### config.mk
export PLATFORM = sky130hd
export DESIGN_NAME = sequencer
export DESIGN_NICKNAME = d
export VERILOG_FILES = /design/src/rtl/sequencer.sv
export SDC_FILE = /design/constraint.sdc
export NUM_CORES = 1
export LEC_CHECK = 0
export BUFFER_PORTS_ARGS = -buffer_cell sky130_fd_sc_hd__buf_2
export CAP_MARGIN = 20
export CORE_ASPECT_RATIO = 0.7
export CORE_MARGIN = 2
export CORE_UTILIZATION = 52
export CTS_CLUSTER_SIZE = 24
export DETAILED_ROUTE_END_ITERATION = 8
export PLACE_DENSITY = 0.72
export SLEW_MARGIN = 20
export SYNTH_ARGS = -nofsm -noshare
export SYNTH_HDL_FRONTEND = slang
export SYNTH_SLANG_ARGS = --single-unit
export TNS_END_PERCENT = 1
### constraint.sdc
create_clock -name clk -period 3.67 [get_ports clk]
set_input_delay 0.1835 -clock clk [delete_from_list [all_inputs] [get_ports clk]]
set_output_delay 0.1835 -clock clk [all_outputs]
set_load 0.05 [all_outputs]
### src/rtl/sequencer.sv
// Instruction sequencer: fetches from a synchronous program ROM and resolves control flow.
// Optional SEQUENCER_ISSUE_COUNT_EN adds a saturating issue_count output.
module sequencer #(
    parameter int PC_LENGTH = 12,
    parameter int SP_LENGTH = 5
) (
    input  logic                 clk,
    input  logic                 rst,
    input  logic                 start,
    output logic [PC_LENGTH-1:0] prog_addr,
    input  logic [15:0]          prog_data,
    output logic [15:0]          instruction,
    output logic                 execution_enable,
    output logic [PC_LENGTH-1:0] next_program_counter,
    output logic [SP_LENGTH-1:0] next_stack_pointer,
    input  logic                 diverge_consensus,
    output logic                 busy,
    output logic                 halted,
    output logic                 error
`ifdef SEQUENCER_ISSUE_COUNT_EN
    ,
    output logic [31:0]          issue_count
`endif
);

    typedef enum logic [2:0] {
        S_IDLE,
        S_FETCH,
        S_EXEC,
        S_FETCH_IMM,
        S_IMM,
        S_HALTED
    } state_t;

    typedef enum logic [1:0] {
        OP_JMP,
        OP_JDIV,
        OP_CALL
    } op_t;

    state_t state, state_d;
    op_t    op, op_d;

    logic [PC_LENGTH-1:0] pc, pc_d;
    logic [SP_LENGTH-1:0] sp, sp_d;
    logic [PC_LENGTH-1:0] addr_d;
    logic [15:0]          instr_d;
    logic                 ee_d;
    logic [PC_LENGTH-1:0] npc_d;
    logic [SP_LENGTH-1:0] nsp_d;
    logic                 err_d;

    logic [PC_LENGTH-1:0] stack [2**SP_LENGTH];
    logic                 push_en;
    logic [PC_LENGTH-1:0] pc_inc;
    logic [SP_LENGTH-1:0] sp_dec;
    logic [PC_LENGTH-1:0] target;
    logic [PC_LENGTH-1:0] new_pc;
    logic                 start_ok;

    assign pc_inc   = pc + PC_LENGTH'(1);
    assign sp_dec   = sp - SP_LENGTH'(1);
    assign target   = prog_data[PC_LENGTH-1:0];
    assign start_ok = start && (state == S_IDLE || state == S_HALTED);
    assign busy     = (state != S_IDLE) && (state != S_HALTED);
    assign halted   = (state == S_HALTED);

    always_comb begin
        state_d = state;
        op_d    = op;
        pc_d    = pc;
        sp_d    = sp;
        addr_d  = prog_addr;
        instr_d = instruction;
        ee_d    = 1'b0;
        npc_d   = next_program_counter;
        nsp_d   = next_stack_pointer;
        err_d   = error;
        push_en = 1'b0;
        new_pc  = target;
        unique case (state)
            S_IDLE, S_HALTED: begin
                if (start) begin
                    pc_d    = '0;
                    sp_d    = '0;
                    err_d   = 1'b0;
                    addr_d  = '0;
                    state_d = S_FETCH;
                end
            end
            S_FETCH: state_d = S_EXEC;
            S_EXEC: begin
                if (prog_data[15:12] != 4'hF) begin
                    instr_d = prog_data;
                    ee_d    = 1'b1;
                    npc_d   = pc_inc;
                    nsp_d   = sp;
                    pc_d    = pc_inc;
                    addr_d  = pc_inc;
                    state_d = S_FETCH;
                end else begin
                    case (prog_data[11:8])
                        4'h0: state_d = S_HALTED;
                        4'h1, 4'h2, 4'h3: begin
                            op_d    = op_t'(prog_data[9:8] - 2'd1);
                            pc_d    = pc_inc;
                            addr_d  = pc_inc;
                            state_d = S_FETCH_IMM;
                        end
                        4'h4: begin
                            if (sp == '0) begin
                                err_d   = 1'b1;
                                state_d = S_HALTED;
                            end else begin
                                sp_d    = sp_dec;
                                pc_d    = stack[sp_dec];
                                addr_d  = stack[sp_dec];
                                state_d = S_FETCH;
                            end
                        end
                        default: begin
                            pc_d    = pc_inc;
                            addr_d  = pc_inc;
                            state_d = S_FETCH;
                        end
                    endcase
                end
            end
            S_FETCH_IMM: state_d = S_IMM;
            S_IMM: begin
                state_d = S_FETCH;
                unique case (op)
                    OP_JMP:  new_pc = target;
                    OP_JDIV: new_pc = diverge_consensus ? target : pc_inc;
                    default: begin
                        // Top stack entry stays unused as an overflow guard
                        if (sp == {SP_LENGTH{1'b1}}) begin
                            err_d   = 1'b1;
                            state_d = S_HALTED;
                        end else begin
                            push_en = 1'b1;
                            sp_d    = sp + SP_LENGTH'(1);
                        end
                    end
                endcase
                if (state_d == S_FETCH) begin
                    pc_d   = new_pc;
                    addr_d = new_pc;
                end
            end
            default: state_d = S_IDLE;
        endcase
    end

    always_ff @(posedge clk or posedge rst) begin
        if (rst) begin
            state                <= S_IDLE;
            op                   <= OP_JMP;
            pc                   <= '0;
            sp                   <= '0;
            prog_addr            <= '0;
            instruction          <= '0;
            execution_enable     <= 1'b0;
            next_program_counter <= '0;
            next_stack_pointer   <= '0;
            error                <= 1'b0;
        end else begin
            state                <= state_d;
            op                   <= op_d;
            pc                   <= pc_d;
            sp                   <= sp_d;
            prog_addr            <= addr_d;
            instruction          <= instr_d;
            execution_enable     <= ee_d;
            next_program_counter <= npc_d;
            next_stack_pointer   <= nsp_d;
            error                <= err_d;
        end
    end

    always_ff @(posedge clk) begin
        if (push_en) begin
            stack[sp] <= pc_inc;
        end
    end

`ifdef SEQUENCER_ISSUE_COUNT_EN
    always_ff @(posedge clk or posedge rst) begin
        if (rst) begin
            issue_count <= '0;
        end else if (start_ok) begin
            issue_count <= '0;
        end else if (execution_enable && issue_count != 32'hFFFF_FFFF) begin
            issue_count <= issue_count + 32'd1;
        end
    end
`else
    logic unused_start_ok;
    assign unused_start_ok = start_ok;
`endif

endmodule

==> results by group <==
Status
  – Status: finished, final reports clean

Route
  – Post-Route WL: 43900 um
  – Number of iterations in the first detailed-routing pass: 6
  – Via count of the routed design: 10607
  – Post-route DRC: 0
  – Violation count after the first detailed-routing iteration: between 1500 and 2000
  – Antenna-violating nets left: 0
  – Via count normalized by instance count: 6.15
  – Routed WL per cell: between 20 and 30 um

Timing
  – Worst rel slew slack: 0.325
  – Total setup violations reported at the end of the flow: 0
  – Maximum clock skew at final layout: 0.0128 ns
  – Final period utilization: 0.939
  – Final worst path period need: 3.44 ns
  – Setup Total Neg Slack: 0 ns
  – Maximum achievable frequency: 0.290 GHz
  – Unrepaired setup endpoints after global routing: no
  – Final Slew Violations: 0
  – Endpoints failing hold: 0
  – Measured slew at the worst slew-check pin: between 1 and 1.5 ns

Die
  – Cell Rows: 57
  – Core area: 34400 um^2
  – Die W: approximately 230 um
  – Height of the chip: 160 um
  – Die ar.: roughly 36000 um^2
  – Initial Utilization: 0.524
  – I/O pin count: 69

Critical path
  – Reg2reg setup slack: between 0.2 and 0.25 ns
  – Standard cell with the maximum stage delay on the critical path: sky130_fd_sc_hd__dfrtp_4
  – Largest stage delay on the critical path: ~0.59 ns
  – Req. time, crit path: 4.08 ns
  – Cell family contributing the most delay on the critical path: multiplexers
  – Chain of cells forming the critical path: inv_1, ha_4, xor2_4, buf_4, mux4_2, mux2_2, a222oi_1, and3_1, o221ai_1
  – Critical path startpoint category: flip-flop
  – Critical Path Fanout Max: 28
  – Data arrival at the endpoint of the critical path: 3.85 ns
  – Critical Path End Type: flip-flop
  – Critical setup path kind: flip-flop to flip-flop
  – Sum of buffers and inverters on the critical path: 2

Placed design
  – Final Wtd Congestion: 0.947
  – Port Buf Inserts: 68
  – DP Wirelength: 27800 um

Hold path
  – Worst hold path type: primary input to flip-flop

Clock network
  – Clock buffer count from CTS: 40
  – CTS tree: yes
  – Clock tree root buffer cell: sky130_fd_sc_hd__clkbuf_16
  – Count of instances resized after the clock tree is built: 0
  – Number of setup buffers added after CTS: 0
  – Maximum root-to-sink buffer count: 3
  – Clock latency reported for the late side of the worst-skew pair: about 0.55 ns
  – Clock input transition at the sequential cells of the worst setup and hold paths: 0.06 ns
  – Post-CTS Hold Fix Bufs: 16
  – Depth of the CTS H-tree: 2
  – CTS sink cnt: 441

Flow run
  – Max Cap Viol: 0

GRT
  – Number of antenna violations at the first check in global routing: 0
  – Pin count of the biggest net entering global routing: 73
  – GRT overflow: 0
  – Vias in the first global route: 10128
  – First-pass GRT wire length: 65200 um
  – Total GRT Usage: 0.246

Synth
  – Mean area per synthesized cell: 16.5 um^2
  – Area share of xor/xnor cells in the synthesized design: 0.00673
  – Cell type contributing the most total cell area after synthesis: sky130_fd_sc_hd__edfxtp_1
  – Largest family of logic cells by synthesized area: multiplexers
  – Gate count of the mapped netlist: 1095
  – Number of distinct library cell variants in the gate-level netlist after synthesis: 63
  – Synth Net Count: 1125
  – Top_reg_cell synth: sky130_fd_sc_hd__edfxtp_1
  – Adder-cell area share of the yosys netlist: 0.00694
  – Sequential area share after synthesis: 0.718
  – Post-Synth Simple-Gate Area: 0.0816
  – Number of synthesized register bits: 441
  – Yosys top cell area share: 0.639
  – Mux cell area share after synthesis: 0.127
  – Number of flops mapped to enable cells by yosys: 384
  – Cell with the most instances after synthesis: sky130_fd_sc_hd__edfxtp_1
  – Cell area after synthesis: 18000 um^2
  – Cell types occupying the most area after synthesis: sky130_fd_sc_hd__edfxtp_1 (64%), sky130_fd_sc_hd__mux4_2 (10%), sky130_fd_sc_hd__dfrtp_1 (7.9%), sky130_fd_sc_hd__nand2_1 (3.1%), sky130_fd_sc_hd__mux2_2 (1.4%)
  – Compound-gate portion of the synthesized area: 0.0416
  – Most instantiated cells after synthesis: sky130_fd_sc_hd__edfxtp_1 (384), sky130_fd_sc_hd__nand2_1 (147), sky130_fd_sc_hd__mux4_2 (80), sky130_fd_sc_hd__dfrtp_1 (57), sky130_fd_sc_hd__nor2_1 (55)
  – Share of flip-flops with an asynchronous set or reset: 0.129
  – Yosys warns: 0

Power and ir drop
  – Overall power of the completed layout: 16.7 mW
  – Largest vdd supply drop: between 0.4 and 0.5 mV
  – Static leakage: 7.37 nW
  – PwrDens: 805 nW/um^2

Finish
  – # nets final: 1255
  – Layout-stage area growth over the synthesis result: 15.1%
  – Diode insertion count for antenna repair: 0
  – Fin util: 0.603
  – Fraction of layout instances using a drive strength above 1: 0.248
  – Fillcell total: 2491
metrics by stage:
stage / hold WS [ns] / std cells / instance area, um^2 / worst slack, ns
finish: 0.0184 / 1724 / 20800 / 0.225
floorplan: 0.293 / 1095 / 18000 / 0.126
CTS: 0.00922 / 1722 / 20700 / 0.261
global placement: 0.206 / 1637 / 19300 / 0.403
detailed placement: 0.210 / 1637 / 19300 / 0.290
global route: 0.0344 / 1724 / 20800 / 0.0559
worst register-to-register path, stage by stage, from the launching register on:
cell and delay, ns:
sky130_fd_sc_hd__dfrtp_4 0.59, sky130_fd_sc_hd__inv_1 0.16, sky130_fd_sc_hd__ha_4 0.27, sky130_fd_sc_hd__xor2_4 0.26
sky130_fd_sc_hd__buf_4 0.42, sky130_fd_sc_hd__mux4_2 0.57, sky130_fd_sc_hd__mux2_2 0.30, sky130_fd_sc_hd__a222oi_1 0.41
sky130_fd_sc_hd__and3_1 0.22, sky130_fd_sc_hd__o221ai_1 0.10
power breakdown:
group	internal, mW	switching (mW)
logic	1.93	4.12
clock network	2.38	1.81
registers	6.20	0.286
logic make-up after synthesis:
| logic type | Yosys count |
|---|---|
| AOI/OAI and AO/OA | 110 |
| xor gates and xnor gates | 13 |
| adders and majority gates | 10 |
| buffers and inverters | 77 |
| DFF | 441 |
| muxes | 123 |
| and+or+nand+nor | 321 |
metal layers:
metal | share of wire | vias to the layer above | global-route usage
li1 | - | 4542 | -
met1 | 0.43 | 5406 | 0.379
met2 | 0.44 | 583 | 0.353
met3 | 0.11 | 76 | 0.0695
met4 | 0.020 | 0 | 0.0484
met5 | 0 | - | 0
state kept, by name (all words and copies together), names as in the netlist:
name	count
op	2
execution_enable	1
instruction	16
next_stack_pointer	5
state	3
pc	12
stack	384
sp	5
next_program_counter	12
error	1
area by class of cell:
cell class | count | area (um^2) | share of cell area
Sequential cell | 441 | 13000 | 0.624
Multi-Input combinational cell | 577 | 4820 | 0.232
Clock buffer | 49 | 1080 | 0.0519
Timing Repair Buffer | 148 | 1030 | 0.0498
Tap cell | 472 | 591 | 0.0284
Clock inverter | 20 | 216 | 0.0104
Inverter | 17 | 63.8 | 0.00307
path summary, 6_finish.rpt:
check | from | end | depth (start not counted)
setup / recovery | sp[0]$_DFFE_PP0P_ | pc[9]$_DFFE_PP0P_ | 9
hold / removal | prog_data[9] | instruction[9]$_DFFE_PP0P_ | 3
setup reg to reg | sp[0]$_DFFE_PP0P_ | pc[9]$_DFFE_PP0P_ | 9
hold reg to reg | instruction[9]$_DFFE_PP0P_ | instruction[9]$_DFFE_PP0P_ | 2
max in group asynchronous | rst | sp[0]$_DFFE_PP0P_ | 4
min in group asynchronous | rst | next_program_counter[10]$_DFFE_PP0P_ | 3
cell usage in the layout (no fill, tap or decap), drive strengths merged, types with 4 or more instances in the layout:
| cell type | instances |
|---|---|
| a211oi | 4 |
| a221oi | 5 |
| nand4 | 19 |
| a21oi | 13 |
| nor3b | 5 |
| xor2 | 7 |
| mux2 | 23 |
| dlygate4sd3 | 16 |
| bufinv | 4 |
| nor3 | 10 |
| dfrtp | 57 |
| o21ai | 38 |
| nor2 | 55 |
| clkbuf | 49 |
| buf | 132 |
| and3 | 5 |
| inv | 18 |
| nand2 | 147 |
| nor2b | 6 |
| nand3b | 4 |
| clkinv | 12 |
| nand3 | 49 |
| mux2i | 18 |
| edfxtp | 384 |
| mux4 | 82 |
| a22oi | 7 |
| xnor2 | 6 |
| a32oi | 8 |
| ha | 10 |
Note: power is estimated with default switching activity, not from simulation.
